## config.mk

```make
export PLATFORM = sky130hd
export DESIGN_NAME = poolb_row_feeder
export DESIGN_NICKNAME = d
export VERILOG_FILES = /design/src/rtl/poolb_pkg.sv /design/src/rtl/poolb_line_buf.sv /design/src/rtl/poolb_row_feeder.sv
export SDC_FILE = /design/constraint.sdc
export NUM_CORES = 1
export LEC_CHECK = 0
export ABC_CLOCK_PERIOD_IN_PS = 3050
export CELL_PAD_IN_SITES_DETAIL_PLACEMENT = 1
export CELL_PAD_IN_SITES_GLOBAL_PLACEMENT = 1
export CORE_UTILIZATION = 49
export CTS_CLUSTER_DIAMETER = 30
export DETAILED_ROUTE_END_ITERATION = 7
export PLACE_DENSITY = 0.86
export SLEW_MARGIN = 30
export SYNTH_ARGS = -nofsm -noshare
export SYNTH_HDL_FRONTEND = slang
export SYNTH_SLANG_ARGS = --single-unit
```

## constraint.sdc

```tcl
create_clock -name clk -period 3.05 [get_ports clk]
set_input_delay 0.7625 -clock clk [delete_from_list [all_inputs] [get_ports clk]]
set_output_delay 0.7625 -clock clk [all_outputs]
set_load 0.01 [all_outputs]
```

## src/rtl/poolb_pkg.sv

```systemverilog
// Shared types and sizing helpers for the poolb row feeder and its line buffer.
// The default geometry here mirrors the feeder's default parameters.
package poolb_pkg;

    localparam int DEF_DATA_WIDTH = 32;
    localparam int DEF_IFM_SIZE   = 32;
    localparam int DEF_IFM_DEPTH  = 16;

    // Counter widths for the default geometry.
    localparam int CW = $clog2(DEF_IFM_SIZE);
    localparam int MW = $clog2(DEF_IFM_DEPTH);

    typedef logic [DEF_DATA_WIDTH-1:0] pixel_t;

    typedef enum logic {
        FILL = 1'b0,
        PAIR = 1'b1
    } fsm_t;

    // Width of a counter covering 0..n-1, never narrower than one bit.
    function automatic int cnt_width(input int n);
        return (n > 1) ? $clog2(n) : 1;
    endfunction

endpackage

```

## src/rtl/poolb_line_buf.sv

```systemverilog
// One-row line buffer: single write port, single read port with a registered output.
// Only the output register is reset; the storage array is not.
module poolb_line_buf
    import poolb_pkg::*;
#(
    parameter int DATA_WIDTH = DEF_DATA_WIDTH,
    parameter int DEPTH      = DEF_IFM_SIZE,
    parameter int AW         = cnt_width(DEF_IFM_SIZE)
) (
    input  logic                  clk,
    input  logic                  reset,
    input  logic                  wr_en,
    input  logic [AW-1:0]         wr_addr,
    input  logic [DATA_WIDTH-1:0] wr_data,
    input  logic                  rd_en,
    input  logic [AW-1:0]         rd_addr,
    output logic [DATA_WIDTH-1:0] rd_data
);

    logic [DATA_WIDTH-1:0] mem [DEPTH];

    always_ff @(posedge clk) begin
        if (wr_en) begin
            mem[wr_addr] <= wr_data;
        end
    end

    // Output register holds between reads so data_out_A keeps its value across bubbles.
    always_ff @(posedge clk) begin
        if (!reset) begin
            rd_data <= '0;
        end else if (rd_en) begin
            rd_data <= mem[rd_addr];
        end
    end

endmodule

```

## src/rtl/poolb_row_feeder.sv

```systemverilog
// Pairs each odd row with the buffered even row above it and emits the column
// strobes a poolb_unit lane consumes, one pair per valid odd-row pixel.
module poolb_row_feeder
    import poolb_pkg::*;
#(
    parameter int DATA_WIDTH  = DEF_DATA_WIDTH,
    parameter int IFM_SIZE    = DEF_IFM_SIZE,
    parameter int IFM_DEPTH   = DEF_IFM_DEPTH,
    parameter int KERNAL_SIZE = 2
) (
    input  logic                  clk,
    input  logic                  reset,
    input  logic                  in_valid,
    input  logic [DATA_WIDTH-1:0] in_data,
    output logic [DATA_WIDTH-1:0] data_out_A,
    output logic [DATA_WIDTH-1:0] data_out_B,
    output logic                  fifo_enable,
    output logic                  pool_enable,
    output logic                  map_done,
    output logic                  frame_done
);

    localparam int COL_W = cnt_width(IFM_SIZE);
    localparam int MAP_W = cnt_width(IFM_DEPTH);

    generate
        if (KERNAL_SIZE != 2) begin : g_bad_kernel
            $error("poolb_row_feeder: only KERNAL_SIZE = 2 is supported");
        end
        if ((IFM_SIZE % 2) != 0) begin : g_bad_size
            $error("poolb_row_feeder: IFM_SIZE must be even");
        end
    endgenerate

    fsm_t             state;
    logic [COL_W-1:0] col;
    logic [COL_W-1:0] row;
    logic [MAP_W-1:0] map;

    logic last_col;
    logic last_row;
    logic last_map;
    logic wr_en;
    logic rd_en;

    assign last_col = (col == COL_W'(IFM_SIZE - 1));
    assign last_row = (row == COL_W'(IFM_SIZE - 1));
    assign last_map = (map == MAP_W'(IFM_DEPTH - 1));

    // Even rows only write, odd rows only read, so the two ports never collide.
    assign wr_en = in_valid && (state == FILL);
    assign rd_en = in_valid && (state == PAIR);

    poolb_line_buf #(
        .DATA_WIDTH (DATA_WIDTH),
        .DEPTH      (IFM_SIZE),
        .AW         (COL_W)
    ) u_line_buf (
        .clk     (clk),
        .reset   (reset),
        .wr_en   (wr_en),
        .wr_addr (col),
        .wr_data (in_data),
        .rd_en   (rd_en),
        .rd_addr (col),
        .rd_data (data_out_A)
    );

    always_ff @(posedge clk) begin
        if (!reset) begin
            state       <= FILL;
            col         <= '0;
            row         <= '0;
            map         <= '0;
            data_out_B  <= '0;
            fifo_enable <= 1'b0;
            pool_enable <= 1'b0;
            map_done    <= 1'b0;
            frame_done  <= 1'b0;
        end else begin
            fifo_enable <= 1'b0;
            pool_enable <= 1'b0;
            map_done    <= 1'b0;
            frame_done  <= 1'b0;

            if (in_valid) begin
                if (state == PAIR) begin
                    data_out_B  <= in_data;
                    fifo_enable <= 1'b1;
                    pool_enable <= col[0];
                    map_done    <= last_col && last_row;
                    frame_done  <= last_col && last_row && last_map;
                end

                if (last_col) begin
                    col   <= '0;
                    state <= (state == FILL) ? PAIR : FILL;
                    if (last_row) begin
                        row <= '0;
                        map <= last_map ? '0 : map + 1'b1;
                    end else begin
                        row <= row + 1'b1;
                    end
                end else begin
                    col <= col + 1'b1;
                end
            end
        end
    end

endmodule
```

==> After elaboration in Yosys (flattened, before gate mapping) <==
Memory sizes are Yosys's and may differ from the RTL's. A register that Yosys moved wholly into a read port is not among the register bits.
Cells that the tools add are included.
{ "op_classes": {"addsub": 3, "eq_ne": 3, "mux": 7, "n_bitwise": 1, "n_reduce_logical": 10} }
{ "op_table": {"columns": ["op", "count"], "rows": [
  ["adder 5 x 1 -> 5 bit, second input constant", 2],
  ["equality test 5 bit, second input constant", 2],
  ["two-way mux 5 bit", 2],
  ["AND reduction 2 bit", 3],
  ["AND reduction 3 bit", 2],
  ["adder 4 x 1 -> 4 bit, second input constant", 1],
  ["equality test 4 bit, second input constant", 1],
  ["logical AND 1 bit", 4],
  ["two-way mux 1 bit", 4],
  ["two-way mux 4 bit", 1],
  ["logical NOT 1 bit", 1],
  ["inverter 1 bit", 1]
]} }
{ "word_totals": {"register_bits": 51, "ram_bits": 1024, "inputBits": 35, "output_inout_bits": 68, "word_cells": 34, "n_memories": 1} }
{ "memory_table": {"columns": ["memory", "depth", "width", "rd", "rd_clocked_by_memory_dff", "write_ports", "line_no", "rtl"], "rows": [
  ["u_line_buf.mem", 32, 32, 1, 1, 1, "poolb_line_buf.sv:20", "logic [DATA_WIDTH-1:0] mem [DEPTH];"]
]} }

==> Logic depth before layout (Yosys ltp) <==
{ "depth": {"word_depth": 4, "depth_mapped": 11, "depth_no_buf": 8} }

==> Hierarchy <==
From an unflattened synthesis, not the netlist that was laid out.
{ "unflattened": {"cells_unflattened": 2466, "area_unflattened_um2": 42783.5} }
{ "by_module_without_submodules": {"columns": ["module", "instances", "cells_each", "area_each_um2", "seq_area_each_um2"], "rows": [
  ["poolb_line_buf", 1, 2238, 40747.8, 31390.1],
  ["poolb_row_feeder", 1, 228, 2035.7, 1021.0]
]} }

==> Worst setup path before layout <==
No wires, ideal clock.
{ "synth_timing": {"path_type": "in2reg", "startpoint": "in in_valid", "endpoint": "mem u_line_buf.mem[30][0] (netlist name) (enable)", "setup_ns": 0.421, "t_arrival_ns": 2.862, "required_time_ns": 2.629, "path_slack_ns": -0.233, "path_stages": 4, "n_path_buf": 1, "cell_sequence": "buf_1 nor2b_1 nand2_1 nor2_1"} }
{ "synth_between": {"elab_chain_cells": 3} }
{ "synth_rtl": {"columns": ["item", "line_no", "rtl"], "rows": [
  ["start, declared", "poolb_row_feeder.sv:13", "input logic in_valid,"],
  ["logical AND 1 bit", "poolb_row_feeder.sv:51", "assign wr_en = in_valid && (state == FILL);"],
  ["two-way mux 1 bit", "poolb_line_buf.sv:23", "if (wr_en) begin"],
  ["two-way mux 1 bit (implied by the code)", "poolb_line_buf.sv:24", "mem[wr_addr] <= wr_data;"],
  ["end, declared", "poolb_line_buf.sv:20", null]
]} }
No other way between the ends.

==> results.py <==
metrics = {
    "run_status": {
        "status": "finished clean",
    },
    "global_routing": {
        "antenna_found_initial": 2,
        "grt_pass1_vias": 25298,
        "grtUsageTotal_pct": 31.2,
        "grt_pass1_wl_um": 190000,
        "grt-ovfl-total": 0,
        "grt_max_degree": 78,
    },
    "clocking": {
        "clock-sinks": 1107,
        "tritoncts": "done",
        "clock_latency_ns": 0.81,
        "clkSlewWorstSetupHoldPaths_ns": 0.06,
        "root_buffer": "clkbuf_16",
        "cts_resized": 0,
        "clockBufferDepth": 3,
        "numCtsBuffers": 170,
        "htreeDepth": 4,
        "post_cts_buffers": 0,
        "hold_buffers": 0,
    },
    "yosys": {
        "synth_warnings": 0,
        "syn_area_per_cell_um2": 20.3,
        "ys_types": 51,
        "ys.flop_type": "edfxtp_1",
        "netlist_area_mm2": 0.0419,
        "synthCells": 2063,
        "synth-edff-count": 1024,
        "ys_seq_area_share_pct": 77.4,
        "ys_seq_elements": 1107,
        "async_reset_ff_share_pct": 0,
        "syn_nets": 2107,
    },
    "cells_and_area": {
        "final_core_util_pct": 61.3,
        "final_area_mm2": 0.0516,
        "final_cell_count_no_fill": 3626,
        "fillers": 6979,
        "drive_gt1_share_pct": 27.2,
        "nets": 2388,
        "syn_to_final_growth_pct": 23.2,
        "diodes": 0,
    },
    "critical_path": {
        "r2r_setup_slack_ns": 0.09,
        "cp.arrival_ns": 3.67,
        "crit_path_top_delay_cell": "nand4bb_2",
        "cpPeakStageDelay_ns": 0.88,
        "critical_path.cell_chain": "nand4bb_2, buf_4, o22ai_1, a211o_1, a211oi_2, a31oi_1",
        "crit_type": "register to register",
        "worstSetupStartpointType": "register",
        "cp.buffers_inverters": 1,
        "crit_path_end_kind": "register",
        "crit_required_ns": 3.76,
        "crit_fanout": 22,
        "cp_top_family": "compound AO/OA/AOI/OAI gates",
    },
    "sta": {
        "max_freq_mhz": 338,
        "rsz0062_at_grt": "false",
        "finalCriticalPeriod_ns": 2.96,
        "final.period_utilization_pct": 96.9,
        "setup_viol": 0,
        "fin_skew_ns": 0.0481,
        "worst_hold_slack_ns": 0.481,
        "final_hold_viol_count": 0,
        "slew_headroom_pct": 37.4,
        "tightest_slew_ns": 0.938,
        "slew_viol_final": 0,
    },
    "floorplan": {
        "num_rows": 106,
        "initial_core_util_pct": 49.8,
        "fp.coreArea_mm2": 0.0841,
        "fp.dieH_um": 294,
        "die_area_mm2": 0.0866,
        "die_w_um": 294,
        "ioPinCount": 103,
    },
    "power_and_ir_drop": {
        "ir_drop_v": 0.000896,
        "power_mw": 38.6,
        "p_leak_nw": 16.2,
        "p_per_area_mw_per_mm2": 749,
    },
    "placed_design": {
        "port_buffers": 102,
        "dpl.cell_count": 3305,
        "dp_hpwl_um": 69100,
        "place_area_mm2": 0.0456,
        "gp_congestion": 0.850,
    },
    "route": {
        "drt-initial-drc-count": 3283,
        "vias": 24133,
        "dr.pass1.iters": 5,
        "via_per_inst": 6.66,
        "drc_errors": 0,
        "ant_nets": 0,
        "drt_wl_total_um": 132000,
        "wl_per_cell_um": 36.5,
    },
    "flow_run": {
        "drv_cap": 0,
    },
    "worst_hold_path": {
        "hold_path.class": "register to register",
    },
}
-- synthesized netlist by cell type (all sizes together) (37+ instances only) --
cell / instances / area, um2
edfxtp: 1024 / 30700
mux4: 184 / 4140
mux2i: 142 / 1420
dfxtp: 83 / 1660
nand2: 83 / 312
buf: 80 / 452
o22ai: 66 / 413
a22oi: 57 / 428
clkbuf: 43 / 161
nor2: 39 / 146
a21boi: 37 / 278
o21ai: 37 / 185
-- worst register-to-register path, delay by kind of cell, from the launching register on --
family	cells	cell delay [ns]
compound gates	4	1.06
simple gates	1	0.88
flops	1	0.48
buf+inv	1	0.46
-- cell families (layout without fill, tap and decap cells) --
family | count (synthesis) | count (layout) | share of synthesized area (%)
AO/OA/AOI/OAI | 310 | 310 | 5.45
multiplexers | 327 | 327 | 13.3
adder cells (fa/ha/maj) | 9 | 9 | 0.269
XOR/XNOR | 2 | 2 | 0.0418
flip-flops | 1107 | 1107 | 77.4
buffers and inverters | 130 | 559 | 1.53
AND/OR/NAND/NOR | 178 | 178 | 2.00
-- where the power goes --
group | total [mW] | internal [mW] | switching [mW]
sequential | 16.7 | 16.7 | 0.0462
clock | 20.4 | 12.4 | 7.99
combinational | 1.57 | 0.614 | 0.953
-- cells in the final DEF, fill, tap and decap left out, types with 27 or more instances in the layout --
master / Yosys / routed
a211o_1: 28 / 28
a211oi_2: 27 / 27
a21boi_0: 37 / 37
a22oi_1: 57 / 57
a31oi_1: 32 / 32
buf_12: 0 / 52
buf_4: 7 / 77
clkbuf_16: 0 / 171
clkdlybuf4s50_1: 0 / 101
dfxtp_1: 83 / 81
edfxtp_1: 1024 / 1024
mux2i_1: 142 / 142
mux4_2: 184 / 184
nand2_1: 83 / 82
nor2_4: 0 / 33
o21ai_0: 37 / 37
o22ai_1: 66 / 66
-- area by class of cell --
cell class	instances	area, um2	share of cell area (%)
repair buffers	232	2660	5.16
clock buffers	183	4330	8.40
flip-flops and latches	1107	32400	62.9
well taps	1134	1420	2.75
clock inverters	137	1600	3.10
inverters	7	26.3	0.0509
multi-input cells	826	9120	17.7
-- state kept, by name, indices dropped and copies added (netlist names), 4 cells and up --
name	count
col	5
data_out_B	32
map	4
row	5
u_line_buf.mem	1024
u_line_buf.rd_data	32
-- per-layer routing --
layer	part of all wire (%)	GRT usage [%]
met1	36	40.6
met2	50	51.8
met3	10	6.18
met4	3.9	12.6
met5	0	0
-- path summary, 6_finish.rpt --
check | from | to | cells after the start
worst max-delay path | col[0]$_SDFFE_PN0P_ | u_line_buf.rd_data[2]$_SDFFE_PN0P_ | 6
worst min-delay path | data_out_B[18]$_SDFFE_PN0P_ | data_out_B[18]$_SDFFE_PN0P_ | 2
worst max register to register | col[0]$_SDFFE_PN0P_ | u_line_buf.rd_data[2]$_SDFFE_PN0P_ | 6
worst min register to register | data_out_B[18]$_SDFFE_PN0P_ | data_out_B[18]$_SDFFE_PN0P_ | 2
-- per-stage QoR --
stage,setup TNS (ns),setup WS [ns]
floorplan,-235.10,-0.233
global route,0,0.0675
global placement,0,0.206
CTS,0,0.146
detailed placement,0,0.220
finish,0,0.0940
Note: power is estimated with default switching activity, not from simulation.
